[src/rtl/hsem_task_queue.sv]
// Per-channel task FIFO bank for the HSEM subsystem.
// Cores post task words to a channel; the owning core peeks the head and pops in order.
module hsem_task_queue #(
  parameter int TASK_SWITCH_WIDTH = 32,
  parameter int CH_NUM            = 4,
  parameter int CH_SEL_WIDTH      = 2,
  parameter int FIFO_DEPTH        = 4,
  parameter int PTR_WIDTH         = 2
) (
  input  logic                         hclk,
  input  logic                         hresetn,
  input  logic                         wr_en,
  input  logic                         task_en,
  input  logic [CH_SEL_WIDTH-1:0]      wr_ch,
  input  logic [TASK_SWITCH_WIDTH-1:0] ihwdata,
  input  logic                         rd_en,
  input  logic [CH_SEL_WIDTH-1:0]      rd_ch,
  input  logic [CH_NUM-1:0]            irq_en,
  input  logic [CH_NUM-1:0]            ovf_clr,
  output logic [TASK_SWITCH_WIDTH-1:0] tsk_stat,
  output logic [CH_NUM-1:0]            tsk_empty,
  output logic [CH_NUM-1:0]            tsk_full,
  output logic [CH_NUM-1:0]            tsk_ovf,
  output logic [CH_NUM-1:0]            tsk_irq
);

  localparam logic [PTR_WIDTH:0] DEPTH_C = (PTR_WIDTH + 1)'(FIFO_DEPTH);

  logic [TASK_SWITCH_WIDTH-1:0] mem_r    [CH_NUM][FIFO_DEPTH];
  logic [PTR_WIDTH-1:0]         wr_ptr_r [CH_NUM];
  logic [PTR_WIDTH-1:0]         rd_ptr_r [CH_NUM];
  logic [PTR_WIDTH:0]           cnt_r    [CH_NUM];
  logic [CH_NUM-1:0]            ovf_r;

  logic [CH_NUM-1:0]            empty_s;
  logic [CH_NUM-1:0]            full_s;
  logic [CH_NUM-1:0]            wr_hit_s;
  logic [CH_NUM-1:0]            push_s;
  logic [CH_NUM-1:0]            pop_s;
  logic [CH_NUM-1:0]            ovf_set_s;
  logic [TASK_SWITCH_WIDTH-1:0] stat_s;

  // Per-channel status and push/pop acceptance; a same-cycle pop frees a full slot.
  always_comb begin
    empty_s   = '0;
    full_s    = '0;
    wr_hit_s  = '0;
    push_s    = '0;
    pop_s     = '0;
    ovf_set_s = '0;
    for (int i = 0; i < CH_NUM; i++) begin
      empty_s[i]   = (cnt_r[i] == '0);
      full_s[i]    = (cnt_r[i] == DEPTH_C);
      wr_hit_s[i]  = wr_en & task_en & (wr_ch == CH_SEL_WIDTH'(i));
      pop_s[i]     = rd_en & (rd_ch == CH_SEL_WIDTH'(i)) & ~empty_s[i];
      push_s[i]    = wr_hit_s[i] & (~full_s[i] | pop_s[i]);
      ovf_set_s[i] = wr_hit_s[i] & full_s[i] & ~pop_s[i];
    end
  end

  // Head-of-queue peek; out-of-range or empty channels read as zero.
  always_comb begin
    stat_s = '0;
    for (int i = 0; i < CH_NUM; i++) begin
      stat_s = stat_s | (((rd_ch == CH_SEL_WIDTH'(i)) && !empty_s[i]) ?
                         mem_r[i][rd_ptr_r[i]] : '0);
    end
  end

  // FIFO storage, pointers, occupancy and sticky overflow flags.
  always_ff @(posedge hclk or negedge hresetn) begin
    if (!hresetn) begin
      for (int i = 0; i < CH_NUM; i++) begin
        for (int j = 0; j < FIFO_DEPTH; j++) begin
          mem_r[i][j] <= '0;
        end
        wr_ptr_r[i] <= '0;
        rd_ptr_r[i] <= '0;
        cnt_r[i]    <= '0;
      end
      ovf_r <= '0;
    end else begin
      for (int i = 0; i < CH_NUM; i++) begin
        if (push_s[i]) begin
          mem_r[i][wr_ptr_r[i]] <= ihwdata;
          wr_ptr_r[i]           <= wr_ptr_r[i] + PTR_WIDTH'(1);
        end
        if (pop_s[i]) begin
          rd_ptr_r[i] <= rd_ptr_r[i] + PTR_WIDTH'(1);
        end
        case ({push_s[i], pop_s[i]})
          2'b10:   cnt_r[i] <= cnt_r[i] + (PTR_WIDTH + 1)'(1);
          2'b01:   cnt_r[i] <= cnt_r[i] - (PTR_WIDTH + 1)'(1);
          default: cnt_r[i] <= cnt_r[i];
        endcase
      end
      // A new overflow outranks a clear arriving in the same cycle.
      ovf_r <= ovf_set_s | (ovf_r & ~ovf_clr);
    end
  end

  assign tsk_stat  = stat_s;
  assign tsk_empty = empty_s;
  assign tsk_full  = full_s;
  assign tsk_ovf   = ovf_r;
  assign tsk_irq   = ~empty_s & irq_en;

endmodule

[config.mk]
export PLATFORM = sky130hd
export DESIGN_NAME = hsem_task_queue
export DESIGN_NICKNAME = d
export VERILOG_FILES = /design/src/rtl/hsem_task_queue.sv
export SDC_FILE = /design/constraint.sdc
export NUM_CORES = 1
export LEC_CHECK = 0
export CORE_MARGIN = 2
export CORE_UTILIZATION = 32
export DETAILED_ROUTE_END_ITERATION = 10
export PLACE_DENSITY = 0.57
export SYNTH_ARGS = -nofsm -noshare
export SYNTH_HDL_FRONTEND = slang
export SYNTH_SLANG_ARGS = --single-unit
[constraint.sdc]
create_clock -name hclk -period 3.2 [get_ports hclk]
set_clock_uncertainty 0.15 [all_clocks]
set_input_delay 0.64 -clock hclk [delete_from_list [all_inputs] [get_ports hclk]]
set_output_delay 0.64 -clock hclk [all_outputs]
set_load 0.05 [all_outputs]
# Word-level counts from Yosys, hierarchy flattened
# Cells that the tools add are included.
dict set report word_totals {
  inputBits 49
  word_cells 186
  output_inout_bits 48
  register_bits 544
}
dict set report classes {
  mux 32
  order_cmp 12
  bitwise 57
  n_reduce_logical 22
  add_sub_neg 16
  eq_ne 18
}
# cell n
set ops {}
lappend ops {{bitwise mux 128 bit} 4}
lappend ops {{two-way mux 32 bit} 16}
lappend ops {{binary-select mux 32 bit (select 2 bit)} 4}
lappend ops {{demux 32 bit (select 2 bit)} 4}
lappend ops {{bitwise OR 32 bit} 3}
lappend ops {{AND 1 bit} 25}
lappend ops {{greater-or-equal comparator 3 bit (second input constant)} 8}
lappend ops {{inverter 2 -> 3 bit} 8}
lappend ops {{one-hot mux 3 bit (2 select lines)} 4}
lappend ops {{adder 2 x 1 -> 2 bit (second input constant)} 8}
lappend ops {{equality test 2 bit (second input constant)} 8}
lappend ops {{adder 3 x 1 -> 3 bit (second input constant)} 4}
lappend ops {{equality test 2 x 1 -> 1 bit (second input constant)} 6}
lappend ops {{equality test 3 bit (second input constant)} 4}
lappend ops {{logical NOT 3 bit} 4}
lappend ops {{less-than comparator 3 x 1 -> 1 bit (second input constant)} 4}
lappend ops {{inverter 1 bit} 12}
lappend ops {{subtractor 3 x 1 -> 3 bit (second input constant)} 4}
lappend ops {{AND 4 bit} 2}
lappend ops {{logical AND 1 bit} 8}
lappend ops {{inverter 4 bit} 2}
lappend ops {{nonzero test 2 bit} 4}
lappend ops {{logical NOT 1 bit} 4}
lappend ops {{logical NOT 2 bit} 2}
lappend ops {{2 further kinds} 5}

# Depth between registers and ports, before layout
# Gate-level depths: netlist (run 1).
dict set report depth {
  depth_word 8
  ltp_mapped 10
  mapped_depth_nobuf 9
}

# Worst setup path before layout (run 1)
# OpenSTA, ideal clock, no wires.
dict set report synth_path {
  kind {register to register}
  start {register cnt_r[9] in the netlist's numbering}
  end {register cnt_r[11] in the netlist's numbering}
  setup_time_ns 0.079
  path_stages_with_launch 10
  path_slack_ns -0.373
  t_arrival_ns 3.344
  cell_sequence {dfrtp_1 nor3b_1 a2111oi_4 inv_1 ha_1 inv_1 fa_1 xor2_1 nor2_1 xor2_1}
}
dict set report synth_via {
  word_cells_on_any_way 13
  classes_between {add/sub: 2; eq/ne: 3; mux: 1; bitwise: 5; reduce/logical: 2}
}
# element line
set synth_rtl {}
lappend synth_rtl {{from (decl)} 32} ;# logic [PTR_WIDTH:0] cnt_r [CH_NUM];
lappend synth_rtl {{from (signal, indexed assignment)} 92} ;# 2'b10: cnt_r[i] <= cnt_r[i] + (PTR_WIDTH + 1)'(1);
lappend synth_rtl {{from (signal, indexed assignment)} 93} ;# 2'b01: cnt_r[i] <= cnt_r[i] - (PTR_WIDTH + 1)'(1);
lappend synth_rtl {{from (signal, indexed assignment)} 94} ;# default: cnt_r[i] <= cnt_r[i];
lappend synth_rtl {{equality test 3 bit *} 53} ;# full_s[i] = (cnt_r[i] == DEPTH_C);
lappend synth_rtl {{net tsk_full[0]} 22} ;# output logic [CH_NUM-1:0] tsk_full,
lappend synth_rtl {{inverter 1 bit *} 56} ;# push_s[i] = wr_hit_s[i] & (~full_s[i] | pop_s[i]);
lappend synth_rtl {{bitwise OR 1 bit *} 56}
lappend synth_rtl {{AND 1 bit *} 56}
lappend synth_rtl {{equality test 2 x 1 -> 1 bit or equality test 2 bit (tied branches)} 91} ;# case ({push_s[i], pop_s[i]})
lappend synth_rtl {{one-hot mux 3 bit (2 select lines) or nonzero test 2 bit (tied branches)} -}
# The timed path passes the listed nets; every way through them passes the cells marked *.
# A chain may end at the register's enable or synchronous reset.

# Worst setup path in the final report (run 1)
dict set report layout_path {
  start {register rd_ptr_r[6] in the netlist's numbering}
  end {output tsk_stat[26]}
}
dict set report layout_via {
  elab_chain_len 8
}
# element line
set layout_rtl {}
lappend layout_rtl {{from (decl)} 31} ;# logic [PTR_WIDTH-1:0] rd_ptr_r [CH_NUM];
lappend layout_rtl {{from (signal, indexed assignment)} 89} ;# rd_ptr_r[i] <= rd_ptr_r[i] + PTR_WIDTH'(1);
lappend layout_rtl {{inverter 2 -> 3 bit (implied by the code)} 66} ;# mem_r[i][rd_ptr_r[i]] : '0);
lappend layout_rtl {{binary-select mux 32 bit (select 2 bit)} 66}
lappend layout_rtl {{two-way mux 32 bit (implied by the code) (2 in a row)} 66}
lappend layout_rtl {{two-way mux 32 bit} 65} ;# stat_s = stat_s | (((rd_ch == CH_SEL_WIDTH'(i)) && !empty_s[i]) ?
lappend layout_rtl {{bitwise OR 32 bit (3 in a row)} 65}
lappend layout_rtl {{to (decl)} 20} ;# output logic [TASK_SWITCH_WIDTH-1:0] tsk_stat,
# No other way between the ends. The select of a mux whose other input is x is not followed.

==> flow_summary.ini, run 1 <==
[timing]
slew_headroom_pct = 43.4
setup_viol = 28
fmax_ghz = 0.306
final.setup.tns_ns = -1.07
rsz0062_at_grt = true
period_needed_ns = 3.27
slew_viol_final = 0
worst_slew_pin_slew_ns = 0.847
hold_violations = 0
period_share_pct = 102
final.setup.worst_slack_ns = -0.0733

[global_route]
grt_pass1_vias = 15600
antenna_found_initial = 2
grt_max_degree = 82
grt_pass1_wl_mm = 101
groute.usage.overall_pct = 16.4
grt_overflow = 0

[cts]
cts_buffers = 59
cts_root_buf = clkbuf_16
insertion_delay_ns = 0.63
clk_pin_slew_ns = 0.06
cts_buffer_depth = 3
cts_tree = done
h-tree-depth = 2
numClockSinks = 544

[placed_design]
dp.cells = 2665
dp_hpwl_mm = 40.9
place_area_sq_um = 28300
place.gp.congestion = 0.747
port_buffers = 96

[drt]
dr_wl_met2_mm = 31.9
wirelength_mm = 66.2
ant_nets = 0
via_count = 14200
drt_iter0_markers = 795
wl_met3_mm = 2.96
via_per_inst = 5.06
drt-pass1-iter-count = 4
drc = 0
top_layer = met5
wl_per_cell_um = 23.7
wl_met1_mm = 29.9

[die]
die_w_um = 283
io_pins = 97
num_rows = 102
die_h_um = 283
dieArea_sq_um = 80200
core_area_sq_um = 77300
start_util_pct = 32.3

[logic_synthesis]
synth.distinct_cells = 38
synthesis.nets = 1636
avgSynthCellArea_sq_um = 15.9
netlist_area_sq_um = 24900
seq_area_frac_synth_pct = 54.6
yosysWarnings = 0
ys_ff_latch = 544
synthCells = 1565

[power]
intPower_uw = 21300
p_leak_uw = 0.0142
power.density_nw_per_um2 = 1020
ir_worst_vdd_uv = 452
p_sw_uw = 10200
clock_power_share_pct = 21.9
netSwitchingFraction_pct = 32.5
p_comb_share_pct = 41.7
seqPwrFrac_pct = 36.3
power_uw = 31500

[layout]
area_growth_pct = 24.4
num-nets-final = 1787
stdcell_area_sq_um = 31000
drive_gt1_share_pct = 56.4
instances_no_fill = 2799
diodes = 0
n_fill_cell = 7025

[setup_path]
crit_type = reg2out
reg2reg_to = cnt_r[11]$_DFFE_PN0P_
path_max_fanout = 8
r2r_start = cnt_r[9]$_DFFE_PN0P_
endpoint_kind = output port
cp_data_required_time_ns = 2.41
reg2reg_depth = 10
ff2ff_setup_slack_ns = 0.86
cp.arrival_ns = 2.48
worst_setup_path_start_kind = flop

[flow_run]
max-cap-violations = 0

[min_path]
min_to = mem_r[427]$_DFFE_PN0P_
hold_path_depth = 1
hold_class = reg2reg
hold_start = mem_r[427]$_DFFE_PN0P_

[outcome]
status = finished with violations
failed_checks = setup timing
critical path, cell delays in order, from the launching register on:
cell and delay (ns):
dfrtp_2 0.48, buf_6 0.13, buf_12 0.15, mux4_2 0.59, a22oi_2 0.22, nand2_2 0.10
buf_12 0.16
layout make-up:
class	instances	area (sq um)	area share, %
inverter	26	100	0.323
multi-input combinational	868	11000	35.6
clock inverter	16	223	0.718
tap	1040	1300	4.19
timing repair buffer	217	3000	9.67
clock buffer	88	1740	5.60
sequential	544	13600	43.9
cells by family (layout without fill, tap and decap cells):
group	Yosys count	count (layout)	synth area share (%)
mux	645	645	36.4
buf+inv	153	347	2.67
flops	544	544	54.6
fa+ha+maj	22	22	1.22
compound gates	80	80	2.37
simple gates	98	98	1.97
xor+xnor	23	23	0.808
power groups by stage:
stage	Combinational (uW)	Sequential [uW]	Clock (uW)
2_1_floorplan	8160	10900	0
3_3_place_gp	11900	11300	0
3_5_place_dp	12100	11500	0
4_1_cts	12900	11400	7080
5_1_grt	13900	11800	7400
6_report	13100	11400	6910
synth_stat cells:
| library cell | number | share of area (%) |
|---|---|---|
| dfrtp_1 | 544 | 55 |
| mux2_2 | 410 | 19 |
| mux4_2 | 128 | 12 |
| mux2_4 | 100 | 6.0 |
| a22oi_1 | 64 | 1.9 |
| clkbuf_1 | 63 | 0.95 |
| nand2_1 | 57 | 0.86 |
| buf_1 | 50 | 0.75 |
| inv_1 | 26 | 0.39 |
| ha_1 | 18 | 0.90 |
| xnor2_1 | 16 | 0.56 |
| buf_6 | 12 | 0.54 |
| xor2_1 | 7 | 0.25 |
| nor3b_1 | 6 | 0.18 |
| mux2i_1 | 5 | 0.20 |
| nor2_1 | 5 | 0.075 |
| nor3_1 | 5 | 0.10 |
| o21ai_0 | 5 | 0.10 |
| a21oi_1 | 4 | 0.080 |
| fa_1 | 4 | 0.32 |
| nand2_4 | 4 | 0.18 |
| nand3_1 | 4 | 0.080 |
| o22ai_1 | 4 | 0.10 |
| and2_1 | 3 | 0.075 |
| nor2b_1 | 3 | 0.075 |
| buf_2 | 2 | 0.040 |
| mux2_1 | 2 | 0.090 |
| nand3b_1 | 2 | 0.060 |
| nand4_1 | 2 | 0.050 |
| nand4b_1 | 2 | 0.070 |
| a2111oi_4 | 1 | 0.11 |
| a21boi_0 | 1 | 0.030 |
| a31oi_1 | 1 | 0.025 |
| and3b_1 | 1 | 0.035 |
| nor4b_1 | 1 | 0.035 |
| or2_2 | 1 | 0.025 |
| or3_1 | 1 | 0.025 |
| or3b_4 | 1 | 0.045 |
state kept, by name, indices dropped and copies added (netlist names):
name	count
tsk_ovf	4
wr_ptr_r	8
cnt_r	12
mem_r	512
rd_ptr_r	8
cell usage in the layout, fill, tap and decap left out, types with 4 or more instances in the layout:
cell,n
dfrtp_1,536
mux2_2,410
mux4_2,128
mux2_4,100
buf_12,83
clkbuf_16,64
clkdlybuf4s50_1,60
buf_4,55
a22oi_2,41
nand2_2,41
inv_1,25
a22oi_1,23
ha_1,18
xnor2_1,16
nand2_1,15
clkbuf_1,15
clkbuf_8,13
clkinv_2,9
xor2_1,7
dfrtp_2,7
nor3b_2,6
buf_6,6
o21ai_0,5
nand2_4,5
mux2i_1,5
nor2_1,4
nand3_1,4
o22ai_1,4
a21oi_1,4
fa_1,4
bufinv_16,4
per-layer routing:
metal	track usage, %	vias up
met2	27.1	236
met1	22.7	7763
met4	4.15	4
met3	2.44	91
li1	-	6059
met5	0	-
metrics by stage:
step                      setup WS [ns]  hold slack [ns]  util, %
after floorplan                  0.0952            0.194        -
after global placement           -0.174            0.319     36.6
after detailed placement         -0.139            0.334     36.6
after CTS                        -0.164            0.348     39.8
after global routing             -0.163            0.357     40.1
final                           -0.0733            0.347     40.1
worst max-delay path by stage:
stage,from,endpoint,slack [ns],cells after the start
after detailed placement,rd_ch[1],tsk_stat[15],-0.14,8
after floorplan,rd_ch[0],cnt_r[11]$_DFFE_PN0P_,0.1,10
final,rd_ptr_r[6]$_DFFE_PN0P_,tsk_stat[26],-0.07,6
after global placement,rd_ch[1],tsk_stat[15],-0.17,8
after CTS,rd_ptr_r[0]$_DFFE_PN0P_,tsk_stat[8],-0.16,5
after global routing,rd_ptr_r[6]$_DFFE_PN0P_,tsk_stat[25],-0.16,6
what timing repair did:
item / 4_1_cts / 5_1_grt
setup buffers: 13 / 9
gates cloned: 4 / 4
hold buffers: 1 / 0
pin swaps: 31 / 24
gates resized for setup: 73 / 24
setup endpoints to repair: 34 / 34
endpoints found under the hold margin: 49 / 0
(Power assumes the default switching activity.)
==> inputs of run 2 (changes only) <==
CORE_UTILIZATION = 60   (was 32)
PLACE_DENSITY = 0.89   (was 0.57)
clock period = 3.9 ns   (was 3.2 ns; I/O delays follow)
==> flow_summary.ini, run 2 (synthesis gave the netlist of run 1 again) <==
[outcome]
status = finished clean

[cts]
cts_buffers = 54
cts_buffer_depth = 3
cts_tree = done
numClockSinks = 544
clk_pin_slew_ns = 0.06
h-tree-depth = 2
insertion_delay_ns = 0.60
cts_root_buf = clkbuf_16
cts-hold-fix-buffers = 0
cts_setup_buffers = 0
ctsResizeCount = 0

[timing]
setup_viol = 0
slew_headroom_pct = 45.6
slew_viol_final = 0
final.setup.worst_slack_ns = 0.175
hold_violations = 0
fmax_ghz = 0.268
period_needed_ns = 3.72
final.setup.tns_ns = 0
period_share_pct = 95.5
worst_slew_pin_slew_ns = 0.816
rsz0062_at_grt = false

[drt]
via_count = 14300
via_per_inst = 6.45
wl_per_cell_um = 26.9
drt_iter0_markers = 1219
drt-pass1-iter-count = 5
ant_nets = 0
wirelength_mm = 59.9
drc = 0

[die]
core_area_sq_um = 40900
die_w_um = 208
start_util_pct = 61.0
io_pins = 97
dieArea_sq_um = 43200
num_rows = 74
die_h_um = 208

[layout]
area_growth_pct = 16.0
final_util_pct = 70.7
num-nets-final = 1716
top_register = mem_r
largest_register_ffs = 512
layout_commonest_cell = dfrtp_1
drive_gt1_share_pct = 50.0
top_regs = mem_r (512), cnt_r (12)
final_cell_mix = dfrtp_1, mux2_2, mux4_2, mux2_4, a22oi_1

[global_route]
grt_pass1_vias = 16000
antenna_found_initial = 3
groute.usage.overall_pct = 28.4
grt_max_degree = 99
grt_overflow = 0
grt_pass1_wl_mm = 94.3

[placed_design]
place.gp.congestion = 0.759
port_buffers = 96
post-place-ws_ns = 0.262
dp_hpwl_mm = 34.1

[power]
power.density_nw_per_um2 = 844
ir_worst_vdd_uv = 797
p_leak_uw = 0.0135

[setup_path]
reg2reg_to = cnt_r[11]$_DFFE_PN0P_
crit_top_cell = buf_12
worst_setup_path_start_kind = flop
reg2reg_depth = 10
endpoint_kind = output port
r2r_start = cnt_r[9]$_DFFE_PN0P_
cp_data_required_time_ns = 2.97
crit_path_top_delay_cell = nor3_1
path_max_fanout = 34
cp.arrival_ns = 2.79
worstPathCellList = nor3_1 > nor3_2 > buf_12 > a22oi_1 > nand2_1 > buf_12
crit_type = reg2out
ff2ff_setup_slack_ns = 1.15
cp_slowest_stage_delay_ns = 0.57

[min_path]
hold_class = in2async

[flow_run]
max-cap-violations = 0
-- run 2: changes by cell type in the layout (fill, tap and decap cells not counted), moves of 4 or more --
cell,previous run,this run
buf_4,55,31
buf_12,83,56
nor3b_2,6,2
nor3b_1,0,4
buf_6,6,0
nand2_2,41,12
nand2_1,15,45
clkbuf_16,64,57
a22oi_1,23,64
a22oi_2,41,0
-- run 2: cell type report --
type	count	area [sq um]
Clock buffer	86	1700
Fill cell	2472	12000
Multi-Input combinational cell	868	10700
Tap cell	532	666
Clock inverter	14	126
Sequential cell	544	13600
Antenna cell	3	7.51
Inverter	26	97.6
Timing Repair Buffer	151	2000
-- run 2: power by group --
part	internal, uW	switching [uW]
Combinational	5350	3980
Sequential	8100	1680
Clock	3100	2220
-- run 2: how the worst max path moves through the flow --
stage / from / endpoint / slack [ns] / depth (start not counted)
floorplan: cnt_r[6]$_DFFE_PN0P_ / tsk_stat[0] / 0.24 / 5
global placement: rd_ch[1] / mem_r[426]$_DFFE_PN0P_ / 0.36 / 6
detailed placement: rd_ch[1] / mem_r[427]$_DFFE_PN0P_ / 0.26 / 6
CTS: rd_ptr_r[2]$_DFFE_PN0P_ / tsk_stat[27] / 0.05 / 5
global route: cnt_r[9]$_DFFE_PN0P_ / tsk_stat[29] / 0.15 / 6
finish: cnt_r[9]$_DFFE_PN0P_ / tsk_stat[29] / 0.18 / 6
-- run 2: stage by stage --
stage	instances	total power [uW]	instance area (sq um)	hold WS, ns
final	2224	24400	28900	0.0761
after global placement	2121	18500	27100	0.319
after floorplan	1565	15600	24900	0.302
after global routing	2223	25500	28900	0.141
after CTS	2221	24500	28900	0.115
after detailed placement	2121	19000	27100	0.336
-- run 2: routing by layer --
metal	part of all wire (%)	global-route usage, %	vias up	wire, um
li1	-	-	5945	-
met1	40	37.8	7657	23800
met2	49	45.8	562	29400
met3	6.7	6.23	181	3990
met4	4.4	11.9	0	2620
met5	0	0	-	0
-- run 2: worst max-delay path, delay by kind of cell (launching register included) --
| kind | cells | cell delay, ns |
|---|---|---|
| and+or+nand+nor | 3 | 0.91 |
| buffers and inverters | 2 | 0.43 |
| DFF | 1 | 0.42 |
| AOI/OAI and AO/OA | 1 | 0.42 |
==> inputs of run 3 (changes only) <==
CAP_MARGIN = 0   (was not set)
==> results of run 3 <==
No change in the layout: final DEF, timing and power equal those of run 2.
